$ cat src/rtl/lti_ctrl_pkg.sv
// Shared control types for the LTI sample sequencer: FSM states, sticky flag
// bundle and the overrun-counter width.
package lti_ctrl_pkg;

  localparam int OVR_CNT_W = 16;

  typedef enum logic [1:0] {
    IDLE = 2'd0,
    WAIT = 2'd1,
    BUSY = 2'd2,
    OUT  = 2'd3
  } lti_state_e;

  typedef struct packed {
    logic underrun;
    logic overrun;
    logic timeout;
  } lti_flags_t;

  // Saturating increment for event counters
  function automatic logic [OVR_CNT_W-1:0] sat_inc(input logic [OVR_CNT_W-1:0] v);
    return (v == '1) ? v : v + OVR_CNT_W'(1);
  endfunction

endpackage

$ cat src/rtl/lti_rate_tick.sv
// Sample-rate tick generator: counts 0..div while enabled and strobes tick at
// the terminal count; held at 0 while disabled.
module lti_rate_tick #(
  parameter int DW = 16
) (
  input  logic          clk,
  input  logic          rst_n,
  input  logic          enable,
  input  logic [DW-1:0] div,
  output logic          tick
);

  logic [DW-1:0] r_cnt;
  logic          w_wrap;

  // >= so that lowering div mid-period wraps at once instead of running to 2^DW
  assign w_wrap = (r_cnt >= div);
  assign tick   = enable & w_wrap;

  always_ff @(posedge clk) begin
    if (!rst_n)                r_cnt <= '0;
    else if (!enable || w_wrap) r_cnt <= '0;
    else                       r_cnt <= r_cnt + DW'(1);
  end

endmodule

$ cat src/rtl/lti_sequencer.sv
// Sample sequencer for a multi-cycle LTI datapath: paces input samples on a
// rate tick, launches one datapath step per tick and holds the result for a
// ready/valid consumer. Define LTI_SEQ_OVR_CNT_EN to build the overrun counter.
module lti_sequencer
  import lti_ctrl_pkg::*;
#(
  parameter int IW  = 16,
  parameter int OW  = 16,
  parameter int DW  = 16,
  parameter int TMO = 15
) (
  input  logic                 clk,
  input  logic                 rst_n,
  input  logic                 enable,
  input  logic [DW-1:0]        div,
  input  logic [IW-1:0]        s_data,
  input  logic                 s_valid,
  output logic                 s_ready,
  output logic [OW-1:0]        m_data,
  output logic                 m_valid,
  input  logic                 m_ready,
  output logic [IW-1:0]        dp_sig_in,
  output logic                 dp_ce_in,
  input  logic [OW-1:0]        dp_sig_out,
  input  logic                 dp_ce_out,
  input  logic                 clr_flags,
  output logic                 underrun,
  output logic                 overrun,
  output logic                 timeout,
  output logic [OVR_CNT_W-1:0] ovr_cnt
);

  localparam int WDW = $clog2(TMO + 2);

  lti_state_e     r_state, w_state_nxt;
  logic           w_tick, w_accept, w_drop, w_wd_exp;
  logic [WDW-1:0] r_wd;
  logic [IW-1:0]  r_sig_in;
  logic           r_ce_in;
  logic [OW-1:0]  r_m_data;
  logic           r_m_valid;
  lti_flags_t     r_flags;

  lti_rate_tick #(.DW(DW)) u_rate_tick (
    .clk    (clk),
    .rst_n  (rst_n),
    .enable (enable),
    .div    (div),
    .tick   (w_tick)
  );

  always_comb begin
    w_state_nxt = r_state;
    w_accept    = 1'b0;
    w_drop      = 1'b0;
    w_wd_exp    = 1'b0;
    case (r_state)
      IDLE: if (enable) w_state_nxt = WAIT;
      WAIT: begin
        if (!enable) w_state_nxt = IDLE;
        else if (w_tick) begin
          w_accept    = 1'b1;
          w_state_nxt = BUSY;
        end
      end
      BUSY: begin
        w_drop = w_tick;
        if (dp_ce_out) w_state_nxt = OUT;
        else if (r_wd == WDW'(TMO)) begin
          w_wd_exp    = 1'b1;
          w_state_nxt = enable ? WAIT : IDLE;
        end
      end
      OUT: begin
        w_drop = w_tick;
        if (m_ready) w_state_nxt = enable ? WAIT : IDLE;
      end
      default: w_state_nxt = IDLE;
    endcase
  end

  always_ff @(posedge clk) begin
    if (!rst_n) begin
      r_state  <= IDLE;
      r_wd     <= '0;
      r_sig_in <= '0;
      r_ce_in  <= 1'b0;
    end else begin
      r_state <= w_state_nxt;
      r_ce_in <= w_accept;
      // watchdog is 0 on the first BUSY cycle (the dp_ce_in cycle)
      r_wd    <= (r_state == BUSY) ? r_wd + WDW'(1) : '0;
      if (w_accept && s_valid) r_sig_in <= s_data;
    end
  end

  always_ff @(posedge clk) begin
    if (!rst_n) begin
      r_m_data  <= '0;
      r_m_valid <= 1'b0;
    end else if (r_state == BUSY && dp_ce_out) begin
      r_m_data  <= dp_sig_out;
      r_m_valid <= 1'b1;
    end else if (r_state == OUT && m_ready) begin
      r_m_valid <= 1'b0;
    end
  end

  // Setting events take priority over clr_flags in the same cycle
  always_ff @(posedge clk) begin
    if (!rst_n) r_flags <= '0;
    else begin
      if (w_accept && !s_valid) r_flags.underrun <= 1'b1;
      else if (clr_flags)       r_flags.underrun <= 1'b0;
      if (w_drop)               r_flags.overrun  <= 1'b1;
      else if (clr_flags)       r_flags.overrun  <= 1'b0;
      if (w_wd_exp)             r_flags.timeout  <= 1'b1;
      else if (clr_flags)       r_flags.timeout  <= 1'b0;
    end
  end

`ifdef LTI_SEQ_OVR_CNT_EN
  logic [OVR_CNT_W-1:0] r_ovr_cnt;

  always_ff @(posedge clk) begin
    if (!rst_n)         r_ovr_cnt <= '0;
    else if (w_drop)    r_ovr_cnt <= clr_flags ? OVR_CNT_W'(1) : sat_inc(r_ovr_cnt);
    else if (clr_flags) r_ovr_cnt <= '0;
  end

  assign ovr_cnt = r_ovr_cnt;
`else
  assign ovr_cnt = '0;
`endif

  // Gated by rst_n so a sample is never reported consumed during reset
  assign s_ready   = rst_n & w_accept;
  assign dp_sig_in = r_sig_in;
  assign dp_ce_in  = r_ce_in;
  assign m_data    = r_m_data;
  assign m_valid   = r_m_valid;
  assign underrun  = r_flags.underrun;
  assign overrun   = r_flags.overrun;
  assign timeout   = r_flags.timeout;

endmodule

$ cat config.mk
export PLATFORM = sky130hd
export DESIGN_NAME = lti_sequencer
export DESIGN_NICKNAME = d
export VERILOG_FILES = /design/src/rtl/lti_ctrl_pkg.sv /design/src/rtl/lti_rate_tick.sv /design/src/rtl/lti_sequencer.sv
export SDC_FILE = /design/constraint.sdc
export NUM_CORES = 1
export LEC_CHECK = 0
export ABC_AREA = 0
export CAP_MARGIN = 20
export CORE_UTILIZATION = 46
export CTS_BUF_LIST = sky130_fd_sc_hd__clkbuf_4
export DETAILED_ROUTE_END_ITERATION = 8
export MAX_ROUTING_LAYER = met4
export PLACE_DENSITY_LB_ADDON = 0.1
export REMOVE_ABC_BUFFERS = 1
export SETUP_SLACK_MARGIN = 0.02
export SLEW_MARGIN = 20
export SYNTH_ARGS = -nofsm -noshare
export SYNTH_HDL_FRONTEND = slang
export SYNTH_SLANG_ARGS = --single-unit
$ cat constraint.sdc
create_clock -name clk -period 2.88 [get_ports clk]
set_input_delay 0.576 -clock clk [delete_from_list [all_inputs] [get_ports clk]]
set_output_delay 0.576 -clock clk [all_outputs]
set_load 0.02 [all_outputs]
After elaboration in Yosys (flattened, before gate mapping)
Cells that the tools add are included.
W data, S select, Z words.
{"block": "word_totals", "reg_bits": 60, "input_bits": 55, "output_inout_bits": 54, "word_cells": 61}
{"block": "classes", "add_sub_neg": 2, "order_cmp": 1, "n_eq_ne": 8, "n_mux": 21, "n_bitwise": 3, "n_reduce_logical": 16}
{"op": "$add A16 B1 Y16 const B", "count": 1}
{"op": "$ge A16 B16 Y1", "count": 1}
{"op": "$mux W1", "count": 14}
{"op": "$mux W2", "count": 6}
{"op": "$pmux W2 S4", "count": 1}
{"op": "$reduce_bool A2 Y1", "count": 4}
{"op": "$add A5 B1 Y5 const B", "count": 1}
{"op": "$eq A5 B4 Y1 const B", "count": 1}
{"op": "$eq A2 B2 Y1 const B", "count": 2}
{"op": "$logic_and A1 B1 Y1", "count": 4}
{"op": "$ne A2 B2 Y1 const B", "count": 2}
{"op": "$reduce_and A4 Y1", "count": 1}
{"op": "$reduce_or A2 Y1", "count": 2}
{"op": "$ne A3 B2 Y1 const B", "count": 1}
{"op": "$ne A3 B3 Y1 const B", "count": 1}
{"op": "$and A1 B1 Y1", "count": 2}
{"op": "$eq A2 B1 Y1 const B", "count": 1}
{"op": "$logic_not A1 Y1", "count": 2}
{"op": "$logic_not A2 Y1", "count": 1}
{"op": "$reduce_and A2 Y1", "count": 1}
{"op": "$logic_or A1 B1 Y1", "count": 1}
{"op": "$not A1 Y1", "count": 1}

Longest topological paths before layout
{"block": "logic_depth", "ltp_word": 7, "depth_mapped": 10, "depth_no_buf": 8}

Hierarchy
A second synthesis with hierarchy kept.
{"block": "unflattened", "cells_unflattened": 356, "area_unflattened_um2": 3163.0}
{"module": "lti_sequencer", "n_inst": 1, "cells_each": 220, "area_per_inst_um2": 1933.1, "seq_area_each_um2": 880.8}
{"module": "lti_rate_tick", "n_inst": 1, "cells_each": 136, "area_per_inst_um2": 1229.9, "seq_area_each_um2": 320.3}

Least setup slack after synthesis
No wires, ideal clock.
{"block": "synth_path", "path_type": "input to output", "start": "in div[0]", "end": "out s_ready", "t_arrival_ps": 2150, "required_ps": 2304, "setup_slack_ps": 154, "cell_stages": 6, "n_path_buf": 0, "cell_sequence": "ha_1 nand2b_4 a2111oi_4 o21ai_1 a2111oi_4 nor3b_1"}
{"block": "synth_between", "elab_chain_len": 6}
{"item": "start, declared", "line_no": "lti_sequencer.sv:15", "rtl": "input logic [DW-1:0] div,"}
{"item": "$ge A16 B16 Y1", "line_no": "lti_rate_tick.sv:17", "rtl": "assign w_wrap = (r_cnt >= div);"}
{"item": "$and A1 B1 Y1", "line_no": "lti_rate_tick.sv:18", "rtl": "assign tick = enable & w_wrap;"}
{"item": "$mux W1", "line_no": "lti_sequencer.sv:61", "rtl": "else if (w_tick) begin"}
{"item": "$mux W1", "line_no": "lti_sequencer.sv:60", "rtl": "if (!enable) w_state_nxt = IDLE;"}
{"item": "$mux W1", "line_no": "lti_sequencer.sv:57", "rtl": "case (r_state)"}
{"item": "$and A1 B1 Y1", "line_no": "lti_sequencer.sv:137", "rtl": "assign s_ready = rst_n & w_accept;"}
{"item": "end, declared", "line_no": "lti_sequencer.sv:18", "rtl": "output logic s_ready,"}
Every way passes these cells.

Final worst setup path
{"block": "layout_path", "start": "in div[6]", "end": "out s_ready"}
Same word-level chain as after synthesis.

==> results.yml <==
run_status:
  outcome: "finished, final reports clean"
clock_network:
  cts-root-buf: "clkbuf_4"
  hold_buffers: 0
  clk_pin_slew_ns: 0.10
  htreeDepth: 3
  numClockSinks: 60
  cts-buffers-inserted: 9
  cts_buffer_depth: 2
  cts_tree: "done"
  insertion_delay_ns: 0.38
setup_path:
  crit_chain: "dlygate4sd2_1 -> inv_1 -> ha_2 -> a21o_1 -> a211oi_2 -> o21ai_2 -> a2111oi_4 -> nor3b_2 -> buf_4"
  path_delay_family: "compound AO/OA/AOI/OAI gates"
  crit_slowest_cell: "a2111oi_4"
  r2r-start: "u_rate_tick.r_cnt[0]$_SDFF_PP0_"
  critPathBufInv: 3
  worst_setup_path_end_kind: "output pin"
  crit_path_start_kind: "input port"
  cp_slowest_stage_delay_ns: 0.41
  cp_max_fo: 2
  critPathRequiredTime_ns: 2.30
  startpoint: "div[6]"
  path_class: "in2out"
  critPathArrivalTime_ns: 2.28
place:
  post-dp-hpwl_um: 4380
  io_buffers: 92
  post-place-ws_ns: -0.667
  gp_congestion: 0.763
sta:
  grt_setup_unrepaired: "yes"
  whs_ns: 0.461
  worstMarginPinSlew_ns: 0.584
  hold_violations: 0
  setup_viol: 0
  finalClockSkew_ns: 0.00914
  finalSetupTns_ns: 0
  maxSlewViolCount: 0
  fin_ws_ns: 0.0263
  fin_crit_ns: 2.85
  slew_headroom_pct: 61.1
  fmax_mhz: 350
  min_period_over_period_pct: 99.1
drt:
  postRouteAntennaNets: 0
  first_pass_iters: 6
  wirelength_um: 6210
  drc: 0
  avgViaCountPerCell: 4.78
  drt-initial-drc-count: 51
  via_count: 2485
  post_drt_wl_per_cell_um: 11.9
floorplan:
  die_area_um2: 6730
  pin_count: 109
  num_rows: 28
  initial_utilization_pct: 48.6
  die_w_um: 82.0
  die_h_um: 82.0
  coreArea_um2: 6060
logic_synthesis:
  synth.yosys.seq_area_share_pct: 40.8
  yosysTopAreaCellShare_pct: 40.8
  async_reset_ff_share_pct: 0
  synth_enable_flop_cells: 0
  ys_warn_count: 0
  synthCells: 344
  synth-seq-cells: 60
  synth_area_leaders: "dfxtp_1 (41%), nand2_1 (9.6%), ha_1 (8.1%)"
  ys_types: 38
  synth.avg_cell_area_um2: 8.56
  synth_ff_type: "dfxtp_1"
  synth_area_leader_cell: "dfxtp_1"
  yosys-top-cells-count: "nand2_1 (75), dfxtp_1 (60), nor2_1 (26)"
  syn_area_um2: 2950
  yosysMostFrequentCell: "nand2_1"
pwr:
  switching_share_pct: 25.6
  power_frac_comb_pct: 13.7
  p_leak_nw: 1.60
  vdd_ir_drop_max_mv: 0.303
  p_int_mw: 1.12
  cellPowerDensity_nw_per_um2: 365
  clkPwrFrac_pct: 30.1
  p_seq_share_pct: 56.2
  finalPower_mw: 1.51
  p_sw_mw: 0.385
global_routing:
  first_global_vias: 2309
  grt_overflow_total: 0
  grt_max_degree: 59
  grtUsageTotal_pct: 20.5
  antenna_found_initial: 0
  grt_pass1_wl_um: 10100
run:
  maxCapViolCount: 0
finish:
  fillCellCount: 504
  area_delta_synth_final_pct: 40.3
  drive_above_1_share_pct: 11.7
  diodes: 0
  nets: 516
min_path:
  hold_start: "dp_sig_in[10]$_SDFFE_PN0P_"
  hp-class: "reg2reg"
-- final cells by class --
| class | instances | area, um2 | share of cell area [%] |
|---|---|---|---|
| tap | 75 | 93.8 | 2.27 |
| clock buffer | 10 | 75.1 | 1.82 |
| timing repair buffer | 102 | 1000 | 24.3 |
| sequential | 60 | 1210 | 29.2 |
| clock inverter | 4 | 18.8 | 0.454 |
| inverter | 23 | 86.3 | 2.09 |
| multi-input combinational | 246 | 1650 | 39.9 |
-- registers in the layout, summed over array words and instances, names as in the netlist --
name               cells
m_valid                1
underrun               1
dp_ce_in               1
timeout                1
u_rate_tick.r_cnt     16
overrun                1
dp_sig_in             16
r_wd                   5
r_state                2
m_data                16
-- per-layer routing --
layer / up-vias / GRT usage, % / routed length (um)
met5: - / - / 0
met4: 0 / 8.95 / 106
met3: 11 / 5.33 / 373
met2: 77 / 31.9 / 2730
met1: 1107 / 25.0 / 3000
li1: 1290 / - / -
-- path summary, 6_finish.rpt --
path | endpoint | slack (ns) | cells past startpoint
min reg2reg | dp_sig_in[10]$_SDFFE_PN0P_ | 0.46 | 2
min | dp_sig_in[10]$_SDFFE_PN0P_ | 0.46 | 2
max | s_ready | 0.03 | 9
max reg2reg | dp_sig_in[1]$_SDFFE_PN0P_ | 0.60 | 10
-- cells in the final DEF (no fill, tap or decap), drive strengths merged --
master	count
dfxtp	60
nand2	75
clkinv	4
xnor2	9
clkdlybuf4s15	1
clkbuf	11
a211oi	1
ha	19
a21boi	18
nor3	2
and3	5
nor2b	1
buf	12
clkdlybuf4s50	83
o21ai	6
nor3b	3
a21oi	6
xor2	7
or3	1
inv	23
nand3	12
nand3b	2
dlygate4sd2	5
a2111oi	2
a21o	2
o211ai	2
nand2b	3
o32ai	1
o21a	2
and2	4
o22ai	1
mux2i	16
nand4	3
nand4b	1
nor2	26
conb	16
-- cells by family after synthesis --
| group | Yosys count | share of synthesized area, % |
|---|---|---|
| other cells | 1 | 0.127 |
| buf+inv | 53 | 9.18 |
| simple gates | 138 | 20.9 |
| mux | 16 | 5.44 |
| fa+ha+maj | 19 | 8.07 |
| flops | 60 | 40.8 |
| compound gates | 41 | 10.8 |
| xor+xnor | 16 | 4.76 |
-- worst reg2reg max path, cell delays in order, from the launching register on --
cell and delay [ns]:
dfxtp_2 0.34, inv_2 0.04, ha_4 0.20, nand2b_4 0.14, a2111oi_4 0.36, o21ai_2 0.13, a2111oi_4 0.41, buf_4 0.22
nor3b_2 0.06, buf_12 0.16, mux2i_1 0.13
-- stage by stage --
stage / cell area, um2 / util (%) / std cells
after floorplan: 2820 / - / 329
after global placement: 3920 / 64.6 / 504
after detailed placement: 3920 / 64.6 / 504
after CTS: 4120 / 68.0 / 520
after global routing: 4130 / 68.2 / 520
final: 4130 / 68.2 / 520
-- what timing repair did --
item | 4_1_cts | 5_1_grt
setup endpoints to repair | 1 | 1
setup buffers | 2 | 0
resized for setup | 35 | 5
pin swaps | 19 | 6
-- power by group through the flow --
stage	combinational [mW]	sequential, mW	clock, mW
2_1_floorplan	0.0753	0.874	0
3_3_place_gp	0.197	0.867	0
3_5_place_dp	0.200	0.867	0
4_1_cts	0.205	0.847	0.472
5_1_grt	0.228	0.850	0.519
6_report	0.207	0.848	0.453
(Power assumes the default switching activity.)
